--- src/rtl/packet_vomiter_burst_sched_if.sv ---
// Handshake bundle between the vomiter register block, the burst scheduler and the vomiter datapath.
// PKT_SCHED_STATS_EN adds the packet-sent statistics counter signals.
interface packet_vomiter_burst_sched_if #(
    parameter int CNT_WIDTH = 32,
    parameter int GAP_WIDTH = 16
);
    logic                 cfg_start;
    logic                 cfg_stop;
    logic [CNT_WIDTH-1:0] cfg_burst_len;
    logic [CNT_WIDTH-1:0] cfg_num_bursts;
    logic [GAP_WIDTH-1:0] cfg_ipg;
    logic [GAP_WIDTH-1:0] cfg_ibg;
    logic                 pkt_req;
    logic                 pkt_ack;
    logic                 pkt_done;
    logic                 busy;
    logic                 done_pulse;
    logic [CNT_WIDTH-1:0] pkt_idx;
    logic [CNT_WIDTH-1:0] burst_idx;
`ifdef PKT_SCHED_STATS_EN
    logic                 pkt_sent_clear;
    logic [CNT_WIDTH-1:0] pkt_sent_cnt;
`endif

    // master: the scheduler itself; slave: host and datapath side
    modport master (
        input  cfg_start, cfg_stop, cfg_burst_len, cfg_num_bursts, cfg_ipg, cfg_ibg,
        input  pkt_ack, pkt_done,
`ifdef PKT_SCHED_STATS_EN
        input  pkt_sent_clear,
        output pkt_sent_cnt,
`endif
        output pkt_req, busy, done_pulse, pkt_idx, burst_idx
    );

    modport slave (
        output cfg_start, cfg_stop, cfg_burst_len, cfg_num_bursts, cfg_ipg, cfg_ibg,
        output pkt_ack, pkt_done,
`ifdef PKT_SCHED_STATS_EN
        output pkt_sent_clear,
        input  pkt_sent_cnt,
`endif
        input  pkt_req, busy, done_pulse, pkt_idx, burst_idx
    );
endinterface

--- src/rtl/packet_vomiter_burst_sched.sv ---
// Packet vomiter burst scheduler: one request at a time, packets per burst, bursts per run, idle gaps.
// PKT_SCHED_STATS_EN adds a saturating count of completed packets with a clear input.
//
// state     | meaning
// S_IDLE    | no run; waits for cfg_start
// S_REQ     | pkt_req held high until pkt_ack
// S_WAIT_DONE | request accepted, waiting for pkt_done
// S_IPG     | idle gap between packets of a burst
// S_IBG     | idle gap between bursts
// S_FINISH  | one-cycle done_pulse, then back to idle
module packet_vomiter_burst_sched #(
    parameter int CNT_WIDTH = 32,
    parameter int GAP_WIDTH = 16
) (
    input logic clk,
    input logic reset,
    packet_vomiter_burst_sched_if.master bus
);
    typedef enum logic [2:0] {
        S_IDLE,
        S_REQ,
        S_WAIT_DONE,
        S_IPG,
        S_IBG,
        S_FINISH
    } state_t;

    state_t               state, state_n;
    logic [CNT_WIDTH-1:0] len_q, num_q;
    logic [GAP_WIDTH-1:0] ipg_q, ibg_q;
    logic [GAP_WIDTH-1:0] gap_cnt;
    logic [CNT_WIDTH-1:0] pkt_idx, burst_idx;
    logic                 stop_pending;

    logic [CNT_WIDTH-1:0] pkt_idx_inc, burst_idx_inc;
    logic                 done_evt, burst_end, run_end, stop_eff;

    assign pkt_idx_inc   = pkt_idx + CNT_WIDTH'(1);
    assign burst_idx_inc = burst_idx + CNT_WIDTH'(1);
    // ack and done in the same REQ cycle count as a completed packet
    assign done_evt  = ((state == S_REQ) && bus.pkt_ack && bus.pkt_done) ||
                       ((state == S_WAIT_DONE) && bus.pkt_done);
    assign burst_end = (pkt_idx_inc == len_q);
    assign run_end   = burst_end && (num_q != '0) && (burst_idx_inc == num_q);
    // a stop arriving together with pkt_done still ends the run at that packet
    assign stop_eff  = stop_pending || bus.cfg_stop;

    always_ff @(posedge clk) begin
        if (reset) begin
            state        <= S_IDLE;
            len_q        <= '0;
            num_q        <= '0;
            ipg_q        <= '0;
            ibg_q        <= '0;
            gap_cnt      <= '0;
            pkt_idx      <= '0;
            burst_idx    <= '0;
            stop_pending <= 1'b0;
        end else begin
            state <= state_n;
            case (state)
                S_IDLE: begin
                    if (bus.cfg_start) begin
                        len_q <= bus.cfg_burst_len;
                        num_q <= bus.cfg_num_bursts;
                        ipg_q <= bus.cfg_ipg;
                        ibg_q <= bus.cfg_ibg;
                        if (bus.cfg_burst_len != '0) begin
                            pkt_idx   <= '0;
                            burst_idx <= '0;
                        end
                    end
                end
                S_REQ, S_WAIT_DONE: begin
                    if (bus.cfg_stop) stop_pending <= 1'b1;
                end
                S_IPG, S_IBG: gap_cnt <= gap_cnt - GAP_WIDTH'(1);
                S_FINISH:     stop_pending <= 1'b0;
                default: ;
            endcase
            if (done_evt) begin
                if (burst_end) begin
                    pkt_idx   <= '0;
                    burst_idx <= burst_idx_inc;
                    gap_cnt   <= ibg_q - GAP_WIDTH'(1);
                end else begin
                    pkt_idx <= pkt_idx_inc;
                    gap_cnt <= ipg_q - GAP_WIDTH'(1);
                end
            end
        end
    end

    always_comb begin
        state_n = state;
        case (state)
            S_IDLE: begin
                if (bus.cfg_start)
                    state_n = (bus.cfg_burst_len != '0) ? S_REQ : S_FINISH;
            end
            S_REQ: begin
                if (bus.pkt_ack) state_n = S_WAIT_DONE;
            end
            S_IPG, S_IBG: begin
                if (bus.cfg_stop)       state_n = S_FINISH;
                else if (gap_cnt == '0) state_n = S_REQ;
            end
            S_FINISH: state_n = S_IDLE;
            default:  state_n = state;
        endcase
        if (done_evt) begin
            if (stop_eff || run_end) state_n = S_FINISH;
            else if (burst_end)      state_n = (ibg_q == '0) ? S_REQ : S_IBG;
            else                     state_n = (ipg_q == '0) ? S_REQ : S_IPG;
        end
    end

    assign bus.pkt_req    = (state == S_REQ);
    assign bus.busy       = (state != S_IDLE);
    assign bus.done_pulse = (state == S_FINISH);
    assign bus.pkt_idx    = pkt_idx;
    assign bus.burst_idx  = burst_idx;

`ifdef PKT_SCHED_STATS_EN
    logic [CNT_WIDTH-1:0] sent_cnt;

    always_ff @(posedge clk) begin
        if (reset)
            sent_cnt <= '0;
        else if (bus.pkt_sent_clear)
            sent_cnt <= done_evt ? CNT_WIDTH'(1) : '0;
        else if (done_evt && (sent_cnt != '1))
            sent_cnt <= sent_cnt + CNT_WIDTH'(1);
    end

    assign bus.pkt_sent_cnt = sent_cnt;
`endif
endmodule

--- src/flat_wrapper.sv ---
// flat-port wrapper written by rule: the top's interface ports become plain ports
module packet_vomiter_burst_sched_flat 
#(
    parameter int CNT_WIDTH = 32,
    parameter int GAP_WIDTH = 16
)
  (clk, reset, bus_cfg_start, bus_cfg_stop, bus_cfg_burst_len, bus_cfg_num_bursts, bus_cfg_ipg, bus_cfg_ibg, bus_pkt_ack, bus_pkt_done, bus_pkt_req, bus_busy, bus_done_pulse, bus_pkt_idx, bus_burst_idx);
  packet_vomiter_burst_sched_if #(.CNT_WIDTH(CNT_WIDTH), .GAP_WIDTH(GAP_WIDTH)) bus_i ();
  input logic clk;
  input logic reset;
  input wire logic [$bits(bus_i.cfg_start)-1:0] bus_cfg_start;
  input wire logic [$bits(bus_i.cfg_stop)-1:0] bus_cfg_stop;
  input wire logic [$bits(bus_i.cfg_burst_len)-1:0] bus_cfg_burst_len;
  input wire logic [$bits(bus_i.cfg_num_bursts)-1:0] bus_cfg_num_bursts;
  input wire logic [$bits(bus_i.cfg_ipg)-1:0] bus_cfg_ipg;
  input wire logic [$bits(bus_i.cfg_ibg)-1:0] bus_cfg_ibg;
  input wire logic [$bits(bus_i.pkt_ack)-1:0] bus_pkt_ack;
  input wire logic [$bits(bus_i.pkt_done)-1:0] bus_pkt_done;
  output wire logic [$bits(bus_i.pkt_req)-1:0] bus_pkt_req;
  output wire logic [$bits(bus_i.busy)-1:0] bus_busy;
  output wire logic [$bits(bus_i.done_pulse)-1:0] bus_done_pulse;
  output wire logic [$bits(bus_i.pkt_idx)-1:0] bus_pkt_idx;
  output wire logic [$bits(bus_i.burst_idx)-1:0] bus_burst_idx;
  assign bus_i.cfg_start = bus_cfg_start;
  assign bus_i.cfg_stop = bus_cfg_stop;
  assign bus_i.cfg_burst_len = bus_cfg_burst_len;
  assign bus_i.cfg_num_bursts = bus_cfg_num_bursts;
  assign bus_i.cfg_ipg = bus_cfg_ipg;
  assign bus_i.cfg_ibg = bus_cfg_ibg;
  assign bus_i.pkt_ack = bus_pkt_ack;
  assign bus_i.pkt_done = bus_pkt_done;
  assign bus_pkt_req = bus_i.pkt_req;
  assign bus_busy = bus_i.busy;
  assign bus_done_pulse = bus_i.done_pulse;
  assign bus_pkt_idx = bus_i.pkt_idx;
  assign bus_burst_idx = bus_i.burst_idx;
  packet_vomiter_burst_sched #(.CNT_WIDTH(CNT_WIDTH), .GAP_WIDTH(GAP_WIDTH)) u_core (.clk(clk), .reset(reset), .bus(bus_i));
endmodule
--- config.mk ---
export PLATFORM = sky130hd
export DESIGN_NAME = packet_vomiter_burst_sched_flat
export DESIGN_NICKNAME = d
export VERILOG_FILES = /design/src/rtl/packet_vomiter_burst_sched_if.sv /design/src/rtl/packet_vomiter_burst_sched.sv /design/src/flat_wrapper.sv
export SDC_FILE = /design/constraint.sdc
export NUM_CORES = 1
export LEC_CHECK = 0
export ABC_AREA = 1
export CAP_MARGIN = 0
export CORE_MARGIN = 1
export CORE_UTILIZATION = 59
export DETAILED_ROUTE_END_ITERATION = 8
export HOLD_SLACK_MARGIN = 0.1
export PLACE_DENSITY = 0.87
export SYNTH_ARGS = -nofsm -noshare
export SYNTH_HDL_FRONTEND = slang
export SYNTH_SLANG_ARGS = --single-unit
--- constraint.sdc ---
create_clock -name clk -period 7.6 [get_ports clk]
set_input_delay 1.9 -clock clk [delete_from_list [all_inputs] [get_ports clk]]
set_output_delay 1.9 -clock clk [all_outputs]
set_load 0.01 [all_outputs]
== Yosys cells after proc, flatten, opt, wreduce, memory -nomap -nowiden ==
Index checks and enable logic that the tools add are counted.

* Eq/ne operators: 11
* Shifts and indexed selects: 0
* Muxes and demuxes: 26
* $mul: 0
* $add $sub $neg: 5
* Bitwise operators: 0
* Reductions and logical operators: 27
* $lt $le $gt $ge: 0
* Div/mod/pow operators: 0

{| class="wikitable"
|+ Operators with widths
! cell !! number
|-
| two-way mux 32 bit || 10
|-
| adder 32 x 1 -> 32 bit (second input constant) || 2
|-
| equality test 32 bit || 2
|-
| nonzero test 32 bit || 2
|-
| zero test 16 bit || 3
|-
| two-way mux 16 bit || 3
|-
| subtractor 16 x 1 -> 16 bit (second input constant) || 3
|-
| two-way mux 3 bit || 9
|-
| one-hot mux 3 bit (4 select lines) || 1
|-
| nonzero test 2 bit || 5
|-
| equality test 3 x 2 -> 1 bit (second input constant) || 2
|-
| equality test 3 bit (second input constant) || 2
|-
| != test 3 x 2 -> 1 bit (second input constant) || 2
|-
| logical AND 1 bit || 5
|-
| nonzero test 5 bit || 1
|-
| != test 4 x 2 -> 1 bit (second input constant) || 1
|-
| AND reduction 2 bit || 2
|-
| AND reduction 4 bit || 1
|-
| OR reduction 2 bit || 2
|-
| equality test 3 x 1 -> 1 bit (second input constant) || 1
|-
| zero test 3 bit || 1
|-
| logical OR 1 bit || 3
|-
| AND reduction 3 bit || 1
|-
| nonzero test 3 bit || 1
|-
| other kinds (4) || 4
|}

* Bits of input ports: 102
* Word-level logic and storage cells: 78
* Memories: 0
* Bits in writable memories: 0
* Latch bits: 0
* Register bits after elaboration: 180
* ROM bits: 0
* Output and inout bits: 67

== Depth between registers and ports, before layout ==
* Word-level depth: 7
* Mapped depth: 27
* Depth with buffers taken out: 27

== Worst setup path after synthesis ==
No wires, ideal clock.

* Path type: in2reg
* Start point: in bus_pkt_done
* End point: reg u_core.gap_cnt[10]
* Data required time: 7.491 ns
* Stages: 17
* Library setup time: 0.109 ns
* Setup slack: 3.948 ns
* Path buffers: 1
* Arrival time: 3.544 ns
* Cell sequence: nand3_1 nand2_1 inv_1 clkbuf_1 nand2_1 nand2_1 nor2_2 ha_1 inv_1 nor2_1 nand2_1 nor2_4 nand2_1 nand2_1 nand3_1 nand2_1 inv_1

* Cells in the longest elaborated chain, start to end: 3
* Elaborated cells on any way between the ends: 5
* Those cells by class: mux (1); reduce/logical (4)

{| class="wikitable"
|+ RTL lines
! item !! RTL line !! source
|-
| start: declaration || flat_wrapper.sv:18 || <nowiki>input wire logic [$bits(bus_i.pkt_done)-1:0] bus_pkt_done;</nowiki>
|-
| logical AND 1 bit (on tied branches) || packet_vomiter_burst_sched.sv:41, packet_vomiter_burst_sched.sv:42 ||
|-
| logical OR 1 bit * || packet_vomiter_burst_sched.sv:41 || <nowiki>assign done_evt = ((state == S_REQ) && bus.pkt_ack && bus.pkt_done) ||</nowiki>
|-
| two-way mux 16 bit or nonzero test 2 bit (tied branches) || - ||
|-
| end signal: assignment || packet_vomiter_burst_sched.sv:77 || <nowiki>S_IPG, S_IBG: gap_cnt <= gap_cnt - GAP_WIDTH'(1);</nowiki>
|-
| end signal: assignment || packet_vomiter_burst_sched.sv:85 || <nowiki>gap_cnt <= ibg_q - GAP_WIDTH'(1);</nowiki>
|-
| end signal: assignment || packet_vomiter_burst_sched.sv:88 || <nowiki>gap_cnt <= ipg_q - GAP_WIDTH'(1);</nowiki>
|-
| end: declaration || packet_vomiter_burst_sched.sv:31 || <nowiki>logic [GAP_WIDTH-1:0] gap_cnt;</nowiki>
|}

Mark *: on every way between the ends. The rest lies on a longest branch, timed or not.
A chain may end at the register's enable or synchronous reset.

== Worst setup path after layout ==
* Start point: in bus_pkt_ack
* End point: reg u_core.gap_cnt[10]

* Cells in the longest elaborated chain, start to end: 4
* Elaborated cells on any way between the ends: 5
* Those cells by class: mux (1); reduce/logical (4)

{| class="wikitable"
|+ RTL lines
! item !! RTL line !! source
|-
| start: declaration || flat_wrapper.sv:17 || <nowiki>input wire logic [$bits(bus_i.pkt_ack)-1:0] bus_pkt_ack;</nowiki>
|-
| logical AND 1 bit * (2 in a row) || packet_vomiter_burst_sched.sv:41 ||
|-
| logical OR 1 bit * || packet_vomiter_burst_sched.sv:41 ||
|-
| two-way mux 16 bit or nonzero test 2 bit (tied branches) || - ||
|}

Marks and branches as above.

==> reports/metrics.csv <==
stage,metric,value,unit
logic_synthesis,yosysMostFrequentCell,nand2_1,
timing,hold_viol_final,0,
logic_synthesis,synth_top_area_share,0.334,
clock_tree,root_buffer,clkbuf_16,
global_route,gr-usage-all-layers,0.352,
timing,tightest_slew,1.19,ns
critical_path,cp_max_fo,34,
clock_tree,cts_made_buffers,17,
detailed_routing,drtPass1Iterations,6,
worst_hold_path,hold_class,flip-flop to flip-flop,
critical_path,max_stage_delay,0.78,ns
place,hpwl,24800,µm
die,io_pins,169,
timing,fin_crit,5.07,ns
clock_tree,clock_latency,0.44,ns
pwr,power_per_cell_area,288,nW/µm²
timing,setup_tns,0,ns
logic_synthesis,ys_top_cells_by_area,"dfxtp_1, nand2_1, a21oi_1, nand3_1, inv_1",
logic_synthesis,synth_nets,1835,
global_route,antenna_found_initial,0,
clock_tree,cts_hold_buf,0,
critical_path,critPathKind,primary input to flip-flop,
final_layout,nNetsFinal,1963,
clock_tree,cts_tree,done,
critical_path,reg2reg_depth,20,
global_route,grt_max_degree,94,
outcome,outcome,completed,
critical_path,startpoint_type,primary input,
die,die_w,137,µm
clock_tree,cts_setup_buffers,0,
critical_path,rr_endpoint,u_core.gap_cnt[15],
critical_path,reg2reg_from,u_core.bus.pkt_idx[1],
place,place.gp.congestion,0.931,
logic_synthesis,postSynth.asyncResetShare,0,
clock_tree,cts.clk_slew.worst_paths,0.07,ns
logic_synthesis,synth_area,10800,µm²
global_route,grt_pass1_wl,51900,µm
clock_tree,ctsResizeCount,0,
logic_synthesis,netlist_instances,1730,
logic_synthesis,yosysSeqAreaShare,0.334,
detailed_routing,vias_per_cell,5.64,
clock_tree,cts.sinks,180,
detailed_routing,drc_errors,0,
detailed_routing,wl,32800,µm
final_layout,insertedDiodeCount,0,
place,io_buffers,168,
detailed_routing,routed-via-count,11800,
final_layout,layout-drive-gt1-share,0.0540,
timing,setup_viol,0,
critical_path,crit_slowest_cell,nand2_1,
global_route,grt_overflow,0,
critical_path,cp_cell_sequence,clkdlybuf4s50_1 -> nand3_1 -> nand2_1 -> inv_1 -> nand2_1 -> nand2_1 -> nor2_2 -> ha_1 -> inv_1 -> nor2_1 -> nand2_1 -> nor2_4 -> nand2_1 -> nand2_1 -> nand3_1 -> nand2_1 -> inv_1,
critical_path,r2r_slack,3.02,ns
job,maxCapViolations,0,
timing,finalMaxSlewViolations,0,
die,die_h,137,µm
clock_tree,htree_levels,4,
critical_path,crit_arrival,5.40,ns
critical_path,worstSetupStartpoint,bus_pkt_ack,
logic_synthesis,synth_cell_type_count,38,
global_route,grt_pass1_vias,10700,
critical_path,cpMostUsedCell,nand2_1,
critical_path,cp_top_family,simple AND/OR/NAND/NOR gates,
critical_path,worst-path-buf-inv,4,
die,num_rows,49,
pwr,p_leak,5.28,nW
pwr,vdd_drop_max,0.244,mV
critical_path,critPathCapture,u_core.gap_cnt[10],
critical_path,end_kind,flip-flop,
logic_synthesis,synth_commonest_cells,"nand2_1, inv_1, dfxtp_1, a21oi_1, nand3_1",
logic_synthesis,yosys_warnings,0,
timing,fin_worst_skew,0.00925,ns
die,die_area,18800,µm²
clock_tree,cts_buffer_depth,2,
detailed_routing,postRouteAntennaNets,0,
timing,hold_ws,0.470,ns
final_layout,area_growth,21.9,%
timing,maxSlewHeadroom,0.206,
critical_path,crit_cells,17,
logic_synthesis,synth-seq-cells,180,
logic_synthesis,yosys.area.top_type,dfxtp_1,
timing,rsz0062_at_grt,no,
final_layout,final_util,0.734,
critical_path,required,7.94,ns
die,start_util,0.602,
logic_synthesis,synth_ff_type,dfxtp_1,
logic_synthesis,synth_edf_count,0,
timing,fin_crit_sh,0.666,
detailed_routing,drt-initial-drc-count,909,
timing,max_freq,0.197,GHz
die,core,17900,µm²
detailed_routing,avgRoutedWirePerCell,15.6,µm
logic_synthesis,avgSynthCellArea,6.23,µm²
-- power breakdown --
group / switching (mW) / internal, mW / leakage (nW) / total, mW
combinational: 1.06 / 0.525 / 3.51 / 1.58
sequential: 0.133 / 1.14 / 1.47 / 1.27
clock: 0.400 / 0.531 / 0.295 / 0.931
-- through the flow --
step	instances	setup WS (ns)	power, mW	cell area, µm²
final	2100	2.53	3.79	13100
after global routing	2100	2.15	4.04	13100
after CTS	2100	2.62	3.77	13100
after detailed placement	2068	2.18	2.84	12500
after global placement	2068	2.30	2.81	12500
after floorplan	1730	3.95	2.44	10800
-- flip-flops by register name, summed over array words and instances (netlist names) --
register / cells
u_core.bus.burst_idx: 32
u_core.state: 3
u_core.bus.pkt_idx: 32
u_core.ipg_q: 16
u_core.stop_pending: 1
u_core.len_q: 32
u_core.gap_cnt: 16
u_core.num_q: 32
u_core.ibg_q: 16
-- how the worst min path moves through the flow --
stage	startpoint	endpoint	slack, ns	cells after the start
after floorplan	u_core.ipg_q[15]	u_core.ipg_q[15]	0.44	2
after global placement	u_core.len_q[16]	u_core.len_q[16]	0.45	2
after detailed placement	u_core.len_q[5]	u_core.len_q[5]	0.46	2
after CTS	u_core.len_q[5]	u_core.len_q[5]	0.47	2
after global routing	u_core.len_q[5]	u_core.len_q[5]	0.49	2
final	u_core.len_q[28]	u_core.len_q[28]	0.47	2
-- kinds of logic (layout without fill, tap and decap cells) --
group	after synthesis	in the layout	synth area share
xor gates and xnor gates	42	42	0.0341
and+or+nand+nor	979	979	0.409
AOI/OAI and AO/OA	273	273	0.129
DFF	180	180	0.334
buffers and inverters	253	394	0.0897
adders and majority gates	3	3	0.00348
-- routing by layer --
metal / vias to the layer above / part of all wire / GRT usage
li1: 5902 / - / -
met2: 449 / 0.49 / 0.609
met5: - / 0 / 0
met4: 0 / 0.041 / 0.165
met3: 94 / 0.051 / 0.0433
met1: 5403 / 0.42 / 0.432
-- layout make-up --
cell class | count | area, µm²
timing repair buffer | 171 | 1700
tap | 229 | 287
sequential | 180 | 3600
fill | 1548 | 4760
multi-input combinational | 1297 | 6210
clock buffer | 19 | 443
clock inverter | 13 | 171
inverter | 191 | 717
-- layout by cell type, fill, tap and decap left out, drive strengths merged, types with 11 or more instances in the layout --
cell             n
a21oi          171
clkbuf          19
clkdlybuf4s50  167
dfxtp          180
inv            192
nand2          508
nand3          177
nand4           45
nor2           175
nor3            26
nor4            29
o21ai           94
or2             11
xor2            39
-- worst reg2reg max path, stage by stage, from the launching register on --
cell and delay, ns:
dfxtp_1 0.43, ha_1 0.25, nand3_1 0.16, nor2_1 0.43
nand3_1 0.14, nand2_1 0.15, nand2_1 0.11, nand2_1 0.10
nand2_1 0.07, nor2_1 0.12, nand2_1 0.07, nor2_1 0.10
nand2_1 0.07, nor2_2 0.44, nand3_1 0.45, inv_1 0.84
a21oi_1 0.21, nand3_1 0.13, nand2_1 0.05, nor2_1 0.11
nor2_1 0.04
No activity file was read; power rests on OpenSTA's default activity.
